File: src/rtl/vga_capture.sv
// vga_capture: receive side of the VGA pixel bus.
// Registers sync/RGB, recovers pixel and line counters from the sync leading
// edges, checks line/frame lengths against the configured timing, and once
// locked emits every active pixel with its (x, y) coordinate.
// Optional feature macro: VGA_CAPTURE_BLANK_CHECK_EN counts non-black samples
// seen outside the active window while locked (blank_err_cnt).
// Pipeline: stage 1 = input registers, stage 2 = counters/FSM, stage 3 = outputs.
module vga_capture #(
  parameter int H_PIXELS    = 640,
  parameter int V_PIXELS    = 480,
  parameter int H_PULSE     = 208,
  parameter int H_BPORCH    = 336,
  parameter int H_PERIOD    = 1312,
  parameter int V_PULSE     = 3,
  parameter int V_BPORCH    = 38,
  parameter int V_PERIOD    = 522,
  parameter int H_POLAR     = 1,
  parameter int V_POLAR     = 1,
  parameter int LOCK_FRAMES = 2
) (
  input  logic        clk,
  input  logic        rst_n,
  input  logic        h_sync,
  input  logic        v_sync,
  input  logic [1:0]  R,
  input  logic [1:0]  G,
  input  logic [1:0]  B,
  output logic [5:0]  pix,
  output logic [9:0]  x,
  output logic [8:0]  y,
  output logic        pix_valid,
  output logic        frame_start,
  output logic        locked,
  output logic        err_h,
  output logic        err_v,
  output logic [15:0] blank_err_cnt
);

  localparam logic [11:0] L_HA0  = 12'(H_PULSE + H_BPORCH);
  localparam logic [11:0] L_HA1  = 12'(H_PULSE + H_BPORCH + H_PIXELS - 1);
  localparam logic [10:0] L_VA0  = 11'(V_PULSE + V_BPORCH);
  localparam logic [10:0] L_VA1  = 11'(V_PULSE + V_BPORCH + V_PIXELS - 1);
  localparam logic [12:0] L_HPER = 13'(H_PERIOD);
  localparam logic [11:0] L_HTO  = 12'(2 * H_PERIOD);
  localparam logic [11:0] L_VPER = 12'(V_PERIOD);
  localparam logic [3:0]  L_LOCK = 4'(LOCK_FRAMES);
  localparam logic        L_HPOL = (H_POLAR != 0);
  localparam logic        L_VPOL = (V_POLAR != 0);

  typedef enum logic [1:0] {
    ST_SEARCH = 2'd0,
    ST_VERIFY = 2'd1,
    ST_LOCKED = 2'd2
  } state_t;

  // True when a (pixel, line) counter pair lies inside the active window.
  function automatic logic f_in_win(input logic [11:0] hc, input logic [10:0] vc);
    f_in_win = (hc >= L_HA0) && (hc <= L_HA1) && (vc >= L_VA0) && (vc <= L_VA1);
  endfunction

  logic        r_hs1, r_vs1, r_hs1_d, r_vs1_d;
  logic [5:0]  r_rgb1, r_rgb2;
  logic [11:0] r_hc, w_hc_nx;
  logic [10:0] r_vc, w_vc_nx;
  logic        w_h_edge, w_v_edge;
  logic        w_line_err, w_frame_err, w_any_err;
  state_t      r_state, w_state_nx;
  logic [3:0]  r_good, w_good_nx, w_good_inc;
  logic        w_valid;
  logic [9:0]  w_x;
  logic [8:0]  w_y;

  // Stage 1: sample syncs (normalised to active-high) and RGB, keep previous sync.
  always_ff @(posedge clk or negedge rst_n) begin
    if (!rst_n) begin
      r_hs1   <= 1'b0;
      r_vs1   <= 1'b0;
      r_hs1_d <= 1'b0;
      r_vs1_d <= 1'b0;
      r_rgb1  <= 6'd0;
    end else begin
      r_hs1   <= h_sync ^ L_HPOL;
      r_vs1   <= v_sync ^ L_VPOL;
      r_hs1_d <= r_hs1;
      r_vs1_d <= r_vs1;
      r_rgb1  <= {R, G, B};
    end
  end

  assign w_h_edge = r_hs1 & ~r_hs1_d;
  assign w_v_edge = r_vs1 & ~r_vs1_d;

  // Counter values belonging to the current stage-1 sample.
  always_comb begin
    w_hc_nx = r_hc;
    w_vc_nx = r_vc;
    if (w_h_edge) begin
      w_hc_nx = 12'd0;
    end else if (r_hc != 12'hFFF) begin
      w_hc_nx = r_hc + 12'd1;
    end else begin
      w_hc_nx = r_hc;
    end
    if (w_v_edge) begin
      w_vc_nx = 11'd0;
    end else if (w_h_edge && (r_vc != 11'h7FF)) begin
      w_vc_nx = r_vc + 11'd1;
    end else begin
      w_vc_nx = r_vc;
    end
  end

  // Previous line length is r_hc+1; a missing edge is caught once at 2*H_PERIOD.
  assign w_line_err  = (w_h_edge && (({1'b0, r_hc} + 13'd1) != L_HPER)) ||
                       (!w_h_edge && (w_hc_nx == L_HTO));
  assign w_frame_err = w_v_edge && (({1'b0, r_vc} + 12'd1) != L_VPER);
  assign w_any_err   = w_line_err | w_frame_err;
  assign w_good_inc  = r_good + 4'd1;

  // Stage 2: counters and colour follow the stage-1 sample.
  always_ff @(posedge clk or negedge rst_n) begin
    if (!rst_n) begin
      r_hc   <= 12'd0;
      r_vc   <= 11'd0;
      r_rgb2 <= 6'd0;
    end else begin
      r_hc   <= w_hc_nx;
      r_vc   <= w_vc_nx;
      r_rgb2 <= r_rgb1;
    end
  end

  // Lock FSM state and good-frame counter register.
  always_ff @(posedge clk or negedge rst_n) begin
    if (!rst_n) begin
      r_state <= ST_SEARCH;
      r_good  <= 4'd0;
    end else begin
      r_state <= w_state_nx;
      r_good  <= w_good_nx;
    end
  end

  // Lock FSM next state: any timing error while verifying/locked drops to SEARCH.
  always_comb begin
    w_state_nx = r_state;
    w_good_nx  = r_good;
    case (r_state)
      ST_SEARCH: begin
        if (w_v_edge) begin
          w_state_nx = ST_VERIFY;
          w_good_nx  = 4'd0;
        end else begin
          w_state_nx = ST_SEARCH;
        end
      end
      ST_VERIFY: begin
        if (w_any_err) begin
          w_state_nx = ST_SEARCH;
          w_good_nx  = 4'd0;
        end else if (w_v_edge) begin
          w_good_nx = w_good_inc;
          if (w_good_inc >= L_LOCK) begin
            w_state_nx = ST_LOCKED;
          end else begin
            w_state_nx = ST_VERIFY;
          end
        end else begin
          w_state_nx = ST_VERIFY;
        end
      end
      ST_LOCKED: begin
        if (w_any_err) begin
          w_state_nx = ST_SEARCH;
          w_good_nx  = 4'd0;
        end else begin
          w_state_nx = ST_LOCKED;
        end
      end
      default: begin
        w_state_nx = ST_SEARCH;
        w_good_nx  = 4'd0;
      end
    endcase
  end

  // Sticky error flags, only armed once the FSM has left SEARCH.
  always_ff @(posedge clk or negedge rst_n) begin
    if (!rst_n) begin
      err_h <= 1'b0;
      err_v <= 1'b0;
    end else begin
      if ((r_state != ST_SEARCH) && w_line_err) begin
        err_h <= 1'b1;
      end
      if ((r_state != ST_SEARCH) && w_frame_err) begin
        err_v <= 1'b1;
      end
    end
  end

  assign w_valid = (r_state == ST_LOCKED) && f_in_win(r_hc, r_vc);
  assign w_x     = 10'(r_hc - L_HA0);
  assign w_y     = 9'(r_vc - L_VA0);

  // Stage 3: output register; pix/x/y hold their last value outside valid cycles.
  always_ff @(posedge clk or negedge rst_n) begin
    if (!rst_n) begin
      pix         <= 6'd0;
      x           <= 10'd0;
      y           <= 9'd0;
      pix_valid   <= 1'b0;
      frame_start <= 1'b0;
      locked      <= 1'b0;
    end else begin
      locked      <= (r_state == ST_LOCKED);
      pix_valid   <= w_valid;
      frame_start <= w_valid && (w_x == 10'd0) && (w_y == 9'd0);
      if (w_valid) begin
        pix <= r_rgb2;
        x   <= w_x;
        y   <= w_y;
      end
    end
  end

`ifdef VGA_CAPTURE_BLANK_CHECK_EN
  logic w_blank_hit;
  assign w_blank_hit = (r_state == ST_LOCKED) && !f_in_win(w_hc_nx, w_vc_nx) &&
                       (r_rgb1 != 6'd0);

  // Saturating count of non-black samples in blanking while locked.
  always_ff @(posedge clk or negedge rst_n) begin
    if (!rst_n) begin
      blank_err_cnt <= 16'd0;
    end else if (w_blank_hit && (blank_err_cnt != 16'hFFFF)) begin
      blank_err_cnt <= blank_err_cnt + 16'd1;
    end
  end
`else
  assign blank_err_cnt = 16'd0;
`endif

endmodule
File: config.mk
export PLATFORM = sky130hd
export DESIGN_NAME = vga_capture
export DESIGN_NICKNAME = d
export VERILOG_FILES = /design/src/rtl/vga_capture.sv
export SDC_FILE = /design/constraint.sdc
export NUM_CORES = 1
export LEC_CHECK = 0
export CAP_MARGIN = 20
export CORE_MARGIN = 2
export CORE_UTILIZATION = 50
export CTS_CLUSTER_SIZE = 14
export DETAILED_ROUTE_END_ITERATION = 7
export PLACE_DENSITY = 0.81
export SLEW_MARGIN = 10
export SYNTH_ARGS = -nofsm -noshare
export SYNTH_HDL_FRONTEND = slang
export SYNTH_SLANG_ARGS = --single-unit
export TNS_END_PERCENT = 100
File: constraint.sdc
create_clock -name clk -period 3 [get_ports clk]
set_input_delay 0.45 -clock clk [delete_from_list [all_inputs] [get_ports clk]]
set_output_delay 0.45 -clock clk [all_outputs]
set_load 0.02 [all_outputs]
==> results of run 1 <==
worst min path at each step:
stage                   start  depth (start not counted)  slack [ns]   endpoint
finish                  rst_n                          1        0.06       x[4]
detailed placement  r_rgb1[1]                          0        0.34  r_rgb2[1]
global route            rst_n                          1        0.09       x[4]
CTS                     rst_n                          1        0.07       x[4]
global placement    r_rgb1[4]                          0        0.33  r_rgb2[4]
floorplan               rst_n                          0        0.15      err_h
placed cells by master (no fill, tap or decap), types with 4 or more instances in the layout:
cell type         n
a21o_1            4
a21oi_1          20
a31oi_1           6
and2_1            4
and3_1            7
and4_1            4
buf_4            15
clkbuf_8         11
clkdlybuf4s50_1  38
conb_1           16
dfrtp_1          73
ha_1             11
inv_1            16
mux2_1            8
mux2_2            6
nand2_1          35
nand2b_1          5
nand3_1          13
nand4_1           8
nor2_1           38
nor2b_1           5
nor3_1            8
o21ai_0          21
o41ai_1           4
xnor2_1          17
xor2_1            8
through the flow:
step,hold WS [ns],instance area [sq um]
after floorplan,0.154,4120
after global placement,0.333,4530
after detailed placement,0.336,4530
after CTS,0.0724,4720
after global routing,0.0865,4740
final,0.0619,4740
logic make-up after synthesis:
kind of cell | count (synthesis) | synth area share [%]
AO/OA/AOI/OAI | 85 | 14.2
XOR/XNOR | 25 | 5.38
adder cells (fa/ha/maj) | 12 | 3.69
buffers and inverters | 55 | 6.77
flip-flops | 75 | 46.1
multiplexers | 16 | 4.49
other | 1 | 0.0922
AND/OR/NAND/NOR | 149 | 19.2
registers in the layout, indices dropped and copies added (netlist names), 2 cells and up:
| register | count |
|---|---|
| r_hc | 12 |
| r_vc | 11 |
| r_rgb2 | 6 |
| y | 9 |
| r_good | 4 |
| r_state | 2 |
| pix | 6 |
| x | 10 |
| r_rgb1 | 6 |
power by group through the flow:
stage / clock, mW / combinational, mW / sequential [mW]
floorplan: 0 / 0.279 / 1.13
global placement: 0 / 0.361 / 1.14
detailed placement: 0 / 0.365 / 1.15
CTS: 0.757 / 0.367 / 1.13
global route: 0.809 / 0.410 / 1.14
finish: 0.741 / 0.369 / 1.13
layout make-up:
class / count / area [sq um] / area share [%]
clock buffers: 12 / 155 / 3.28
clock inverters: 4 / 32.5 / 0.687
inverters: 17 / 63.8 / 1.35
multi-input cells: 303 / 1980 / 41.8
flip-flops and latches: 75 / 1880 / 39.7
well taps: 102 / 128 / 2.69
repair buffers: 54 / 498 / 10.5
worst max-delay path, stage by stage (launching register included):
cell,delay [ns]
dfrtp_2,0.43
ha_2,0.24
nand4_1,0.25
nor3_2,0.37
nor3_1,0.09
a31oi_1,0.25
nor4_4,0.07
buf_4,0.17
a2111oi_4,0.38
a21o_4,0.16
mux2_4,0.29
routing by layer:
metal  wire length [um]  share of wire [%]  global-route usage (%)  up-vias
li1                   -                  -                       -     1508
met1               3930                 46                    28.7     1519
met2               3990                 47                    32.0       91
met3                393                4.6                    5.22       15
met4                175                2.1                    8.70        0
met5                  0                  0                       0        -
timing repair:
action | 4_1_cts | 5_1_grt
setup buffers | 0 | 1
hold buffers | 0 | 0
gates resized for setup | 0 | 4
endpoints found under the setup margin | 0 | 2
==> summary.md, run 1 <==
| Metric | Value |
|---|---|
| Status | finished clean |
| R2r endpoint | r_good[1] |
| Part of the power in the clock network | 33.0% |
| GRT Util Overall | 21.0% |
| Final WS setup | 0.195 ns |
| Maximum root-to-sink buffer count | 2 |
| Sequential share of power | 50.5% |
| Internal cell power | around 1.6 mW |
| Post-synthesis async set-or-reset flop share | 100% |
| DR vias | 3133 |
| Type of origin of the critical path | register |
| Ports | 56 |
| Vias in the first global route | between 3000 and 4000 |
| Worst setup path start | r_hc[1] |
| Main synth FF type | dfrtp_1 |
| Worst slew pin tran | 0.550 ns |
| Post-DP HPWL | roughly 6.1 mm |
| Clock transition at path regs | 0.08 ns |
| Num CTS Buffers | 9 |
| # diodes | 0 |
| Setup TNS | 0 ns |
| Power per Cell Area | approximately 470 mW/mm^2 |
| DP Worst Slack | 0.258 ns |
| Yosys warnings | 0 |
| Largest area contributor in the netlist | dfrtp_1 |
| Final hold viol count | 0 |
| Final std cells w/o fill | around 570 |
| Max Cap Viol | 0 |
| Combinational share of power | 16.5% |
| Largest net degree at the start of global routing | 32 |
| # DRC | 0 |
| R2r setup slk | 0.20 ns |
| H-tree levels | 3 |
| Gpl congestion | around 0.90 |
| Die width | approximately 94 um |
| Setup CP Type | register to register |
| WL/cell | 15.0 um |
| Routed Antenna Nets | 0 |
| Die Y | between 90 and 100 um |
| Crit path arrival time | about 3.1 ns |
| RSZ-0062 raised after global routing | false |
| CP required | between 3 and 4 ns |
| Remaining global-route overflow | 0 |
| Initial antenna violation count | 0 |
| CORE AREA | 0.00781 sq mm |
| Syn avg cell area | 9.73 sq um |
| Relative max-transition margin | 63.3% |
| Worst R2R Start | r_hc[1] |
| Critical-path maximum fanout | 8 |
| Peak VDD IR | about 270 uV |
| Root Buffer | clkbuf_8 |
| Util after Layout | 60.7% |
| Hold WC Path Type | primary input to async pin |
| Final Cycle Share | 93.5% |
| First-pass GRT wire length | 14.4 mm |
| # clock sinks | 75 |
| Dpl cells | 550 |
| CP Capture Point | r_good[1] |
| Crit. End Element | register |
| Final setup viols | 0 |
| Final Total Pwr | 2.24 mW |
| Initial drt markers | 158 |
| Sequential share of the synthesized area | a little under half |
| Clock latency on the worst-skew pair | approximately 0.37 ns |
| Routed WL | about 8.5 mm |
| Cell Rows | 32 |
| Reg2Reg Depth | 10 |
| Initial core utilization | roughly 52% |
| Synth cell types | 68 |
| Switch share | between 30 and 40% |
| Port Buffers | 39 |
| Initial DRT Pass Iterations | 6 |
| Pleak | 2.15 nW |
| Cells after Synth | approximately 420 |
| Max Clock Freq | 357 MHz |
| Post-synth EDFFs | 0 |
| Final-stage net count | 482 |
| Layout cells sized above 1 | 11.4% |
| Synth area leaders | dfrtp_1 (46%), ha_1 (3.7%), xnor2_1 (3.7%) |
| TritonCTS clock tree | yes |
| Cell area after synthesis | 0.00407 sq mm |
| Layout Skew | 0.0101 ns |
| Min Tclk post-route | 2.80 ns |
| Synth top cells by count | dfrtp_1 (75), nor2_1 (38), nand2_1 (35), o21ai_0 (21), a21oi_1 (20) |
| # fillers | 657 |
| Die Area | 0.00887 sq mm |
| #FFs+latches synth | 75 |
| Most common cell in the synthesized netlist | dfrtp_1 |
| Vias per cell | 5.53 |
| Slew Viols, Final | 0 |
| Share of the synthesized area in the top cell type | 46.1% |
| Psw | 0.684 mW |
| Syn-to-layout area delta | 16.5% |
Note: power is estimated with default switching activity, not from simulation.
==> run 2, diff against run 1 <==
Settings changed: CAP_MARGIN 20 to default.
==> results of run 2 <==
Same layout as run 1: the final DEF is identical, and so are final timing and power.
==> run 3, diff against run 2 <==
Settings changed: GPL_TIMING_DRIVEN from default to 0, SETUP_SLACK_MARGIN from default to 0.15.
==> summary.md, run 3 (synthesis results as in run 1) <==
| Metric | Value |
|---|---|
| Layout Skew | 0.0137 ns (was 0.0101 ns) |
| Commonest non-fill, non-tap cell in the layout | dfrtp_1 (unchanged) |
| Slowest cell on the critical path | dfrtp_2 (unchanged) |
| Final hold viol count | 0 (unchanged) |
| Status | finished clean (unchanged) |
| H-tree levels | 3 (unchanged) |
| GRT Util Overall | 21.0% (about the same) |
| Slew Viols, Final | 0 (unchanged) |
| Setup CP Type | register to register (unchanged) |
| Internal cell power | 1.58 mW (was 1.56 mW) |
| Initial drt markers | 173 (was 158) |
| Crit path arrival time | 2.97 ns (was 3.06 ns) |
| Final WS setup | 0.281 ns (was 0.195 ns) |
| Placed Area | 0.00467 sq mm (was 0.00453 sq mm) |
| CP required | 3.25 ns (about the same) |
| Vias per cell | 5.40 (was 5.53) |
| Final setup viols | 0 (unchanged) |
| Finished Cell Area | 0.00502 sq mm (was 0.00474 sq mm) |
| Die width | 94.2 um (unchanged) |
| Final Cycle Share | 90.6% (was 93.5%) |
| Worst slew pin tran | 0.747 ns (was 0.550 ns) |
| Final Total Pwr | 2.33 mW (was 2.24 mW) |
| CP delay by family, top | simple AND/OR/NAND/NOR gates (was compound AO/OA/AOI/OAI gates) |
| CP bufs+invs | 1 (unchanged) |
| Initial core utilization | 52.1% (unchanged) |
| First-pass GRT wire length | 14.4 mm (about the same) |
| Type of origin of the critical path | register (unchanged) |
| # clock sinks | 75 (unchanged) |
| Syn-to-layout area delta | 23.4% (was 16.5%) |
| Root Buffer | clkbuf_8 (unchanged) |
| Maximum root-to-sink buffer count | 2 (unchanged) |
| Vias in the first global route | 3133 (was 3074) |
| Die Y | 94.2 um (unchanged) |
| # fillers | 651 (was 657) |
| TritonCTS clock tree | yes (unchanged) |
| Largest Register | r_hc (unchanged) |
| Final-stage net count | 519 (was 482) |
| Flip-flop count of the largest register after layout | 12 (unchanged) |
| Commonest cells after routing, fill and taps aside | dfrtp_1 (71), clkdlybuf4s50_1 (38), nor2_1 (37), nand2_1 (35), buf_4 (29) (was dfrtp_1 (73), nor2_1 (38), clkdlybuf4s50_1 (38), nand2_1 (35), o21ai_0 (21)) |
| Layout cells sized above 1 | 16.3% (was 11.4%) |
| Relative max-transition margin | 50.2% (was 63.3%) |
| # DRC | 0 (unchanged) |
| Util after Layout | 64.3% (was 60.7%) |
| Crit-path max cell delay | 0.42 ns (was 0.43 ns) |
| Critical-path maximum fanout | 6 (was 8) |
| Biggest regs | r_hc: 12 flops, r_vc: 11 flops, x: 10 flops (unchanged) |
| Psw | 0.752 mW (was 0.684 mW) |
| Die Area | 0.00887 sq mm (unchanged) |
| Combinational share of power | 18.7% (was 16.5%) |
| Initial antenna violation count | 0 (unchanged) |
| Routed WL | 8.66 mm (was 8.49 mm) |
| DP Worst Slack | 0.0282 ns (was 0.258 ns) |
| RSZ-0062 raised after global routing | false (unchanged) |
| Pleak | 2.33 nW (was 2.15 nW) |
| Sequential share of power | 47.8% (was 50.5%) |
| Clock transition at path regs | 0.10 ns (was 0.08 ns) |
| Initial DRT Pass Iterations | 5 (was 6) |
| Remaining global-route overflow | 0 (unchanged) |
| Crit. End Element | register (unchanged) |
| CORE AREA | 0.00781 sq mm (unchanged) |
| # diodes | 0 (unchanged) |
| Peak VDD IR | 401 uV (was 269 uV) |
| Hold WC Path Type | register to register (was primary input to async pin) |
| Part of the power in the clock network | 33.5% (was 33.0%) |
| Routed Antenna Nets | 0 (unchanged) |
| Largest net degree at the start of global routing | 55 (was 32) |
| Gpl congestion | 0.898 (was 0.899) |
| Post-DP HPWL | 6.29 mm (was 6.10 mm) |
| Max Cap Viol | 0 (unchanged) |
| Worst path cell trace | ha_4 -> nand4_1 -> buf_4 -> nor3_4 -> nor2_1 -> nor3b_1 -> a31oi_1 -> a2111oi_4 -> a21o_4 -> mux2_4 (was ha_2 -> nand4_1 -> nor3_2 -> nor3_1 -> a31oi_1 -> nor4_4 -> buf_4 -> a2111oi_4 -> a21o_4 -> mux2_4) |
| DR vias | 3262 (was 3133) |
| Num CTS Buffers | 9 (unchanged) |
| Cell Rows | 32 (unchanged) |
| Min Tclk post-route | 2.72 ns (was 2.80 ns) |
| Ports | 56 (unchanged) |
| Power per Cell Area | 465 mW/mm^2 (was 474 mW/mm^2) |
| Max Clock Freq | 368 MHz (was 357 MHz) |
| Clock latency on the worst-skew pair | 0.37 ns (about the same) |
| Switch share | 32.3% (was 30.5%) |
| Port Buffers | 39 (unchanged) |
| WL/cell | 14.3 um (was 15.0 um) |
## run 3: final cells by class
cell class / instances / area [sq um] / area share (%)
well taps: 102 / 128 / 2.54
multi-input cells: 303 / 2020 / 40.2
repair buffers: 53 / 515 / 10.3
clock inverters: 7 / 75.1 / 1.50
flip-flops and latches: 75 / 1880 / 37.5
clock buffers: 9 / 124 / 2.47
plain buffers: 38 / 214 / 4.26
inverters: 17 / 63.8 / 1.27
## run 3: power by group through the flow
stage	clock network (mW)	registers (mW)	logic, mW
2_1_floorplan	0	1.13	0.279
3_3_place_gp	0	1.14	0.370
3_5_place_dp	0	1.14	0.382
4_1_cts	0.802	1.12	0.391
5_1_grt	0.849	1.12	0.483
6_report	0.782	1.11	0.437
## run 3: through the flow
stage                     hold slack (ns)  TNS [ns]  std cells
after floorplan                     0.154         0        433
after global placement              0.333    -73.57        574
after detailed placement            0.339         0        575
after CTS                           0.361         0        597
after global routing                0.363         0        604
final                               0.359         0        604
## run 3: worst paths after layout
| check | depth (start not counted) | slack (ns) | start | endpoint |
|---|---|---|---|---|
| min reg2reg | 0 | 0.36 | r_rgb1[4] | r_rgb2[4] |
| max | 10 | 0.28 | r_hc[1] | r_good[1] |
| min | 0 | 0.36 | r_rgb1[4] | r_rgb2[4] |
| max reg2reg | 10 | 0.28 | r_hc[1] | r_good[1] |
| max in group asynchronous | 3 | 1.93 | rst_n | r_vc[2] |
| min in group asynchronous | 2 | 0.50 | rst_n | r_hc[0] |
## run 3: repair_timing
item | 4_1_cts | 5_1_grt
hold buffers | 1 | 0
hold endpoints to repair | 21 | 0
buffers inserted | 5 | 7
pin swaps | 4 | 5
gates cloned | 0 | 0
setup endpoints to repair | 3 | 5
resized for setup | 4 | 12
## run 3: worst register-to-register path, stage by stage (launching register included)
cell       delay, ns
dfrtp_2         0.42
ha_4            0.17
nand4_1         0.15
buf_4           0.19
nor3_4          0.25
nor2_1          0.09
nor3b_1         0.34
a31oi_1         0.19
a2111oi_4       0.35
a21o_4          0.17
mux2_4          0.30
## run 3: per-layer routing
layer / track usage [%] / vias up / part of all wire, %
met2: 32.9 / 100 / 48
met3: 4.65 / 15 / 5.5
met4: 8.57 / 0 / 2.0
li1: - / 1590 / -
met1: 28.3 / 1557 / 45
met5: 0 / - / 0
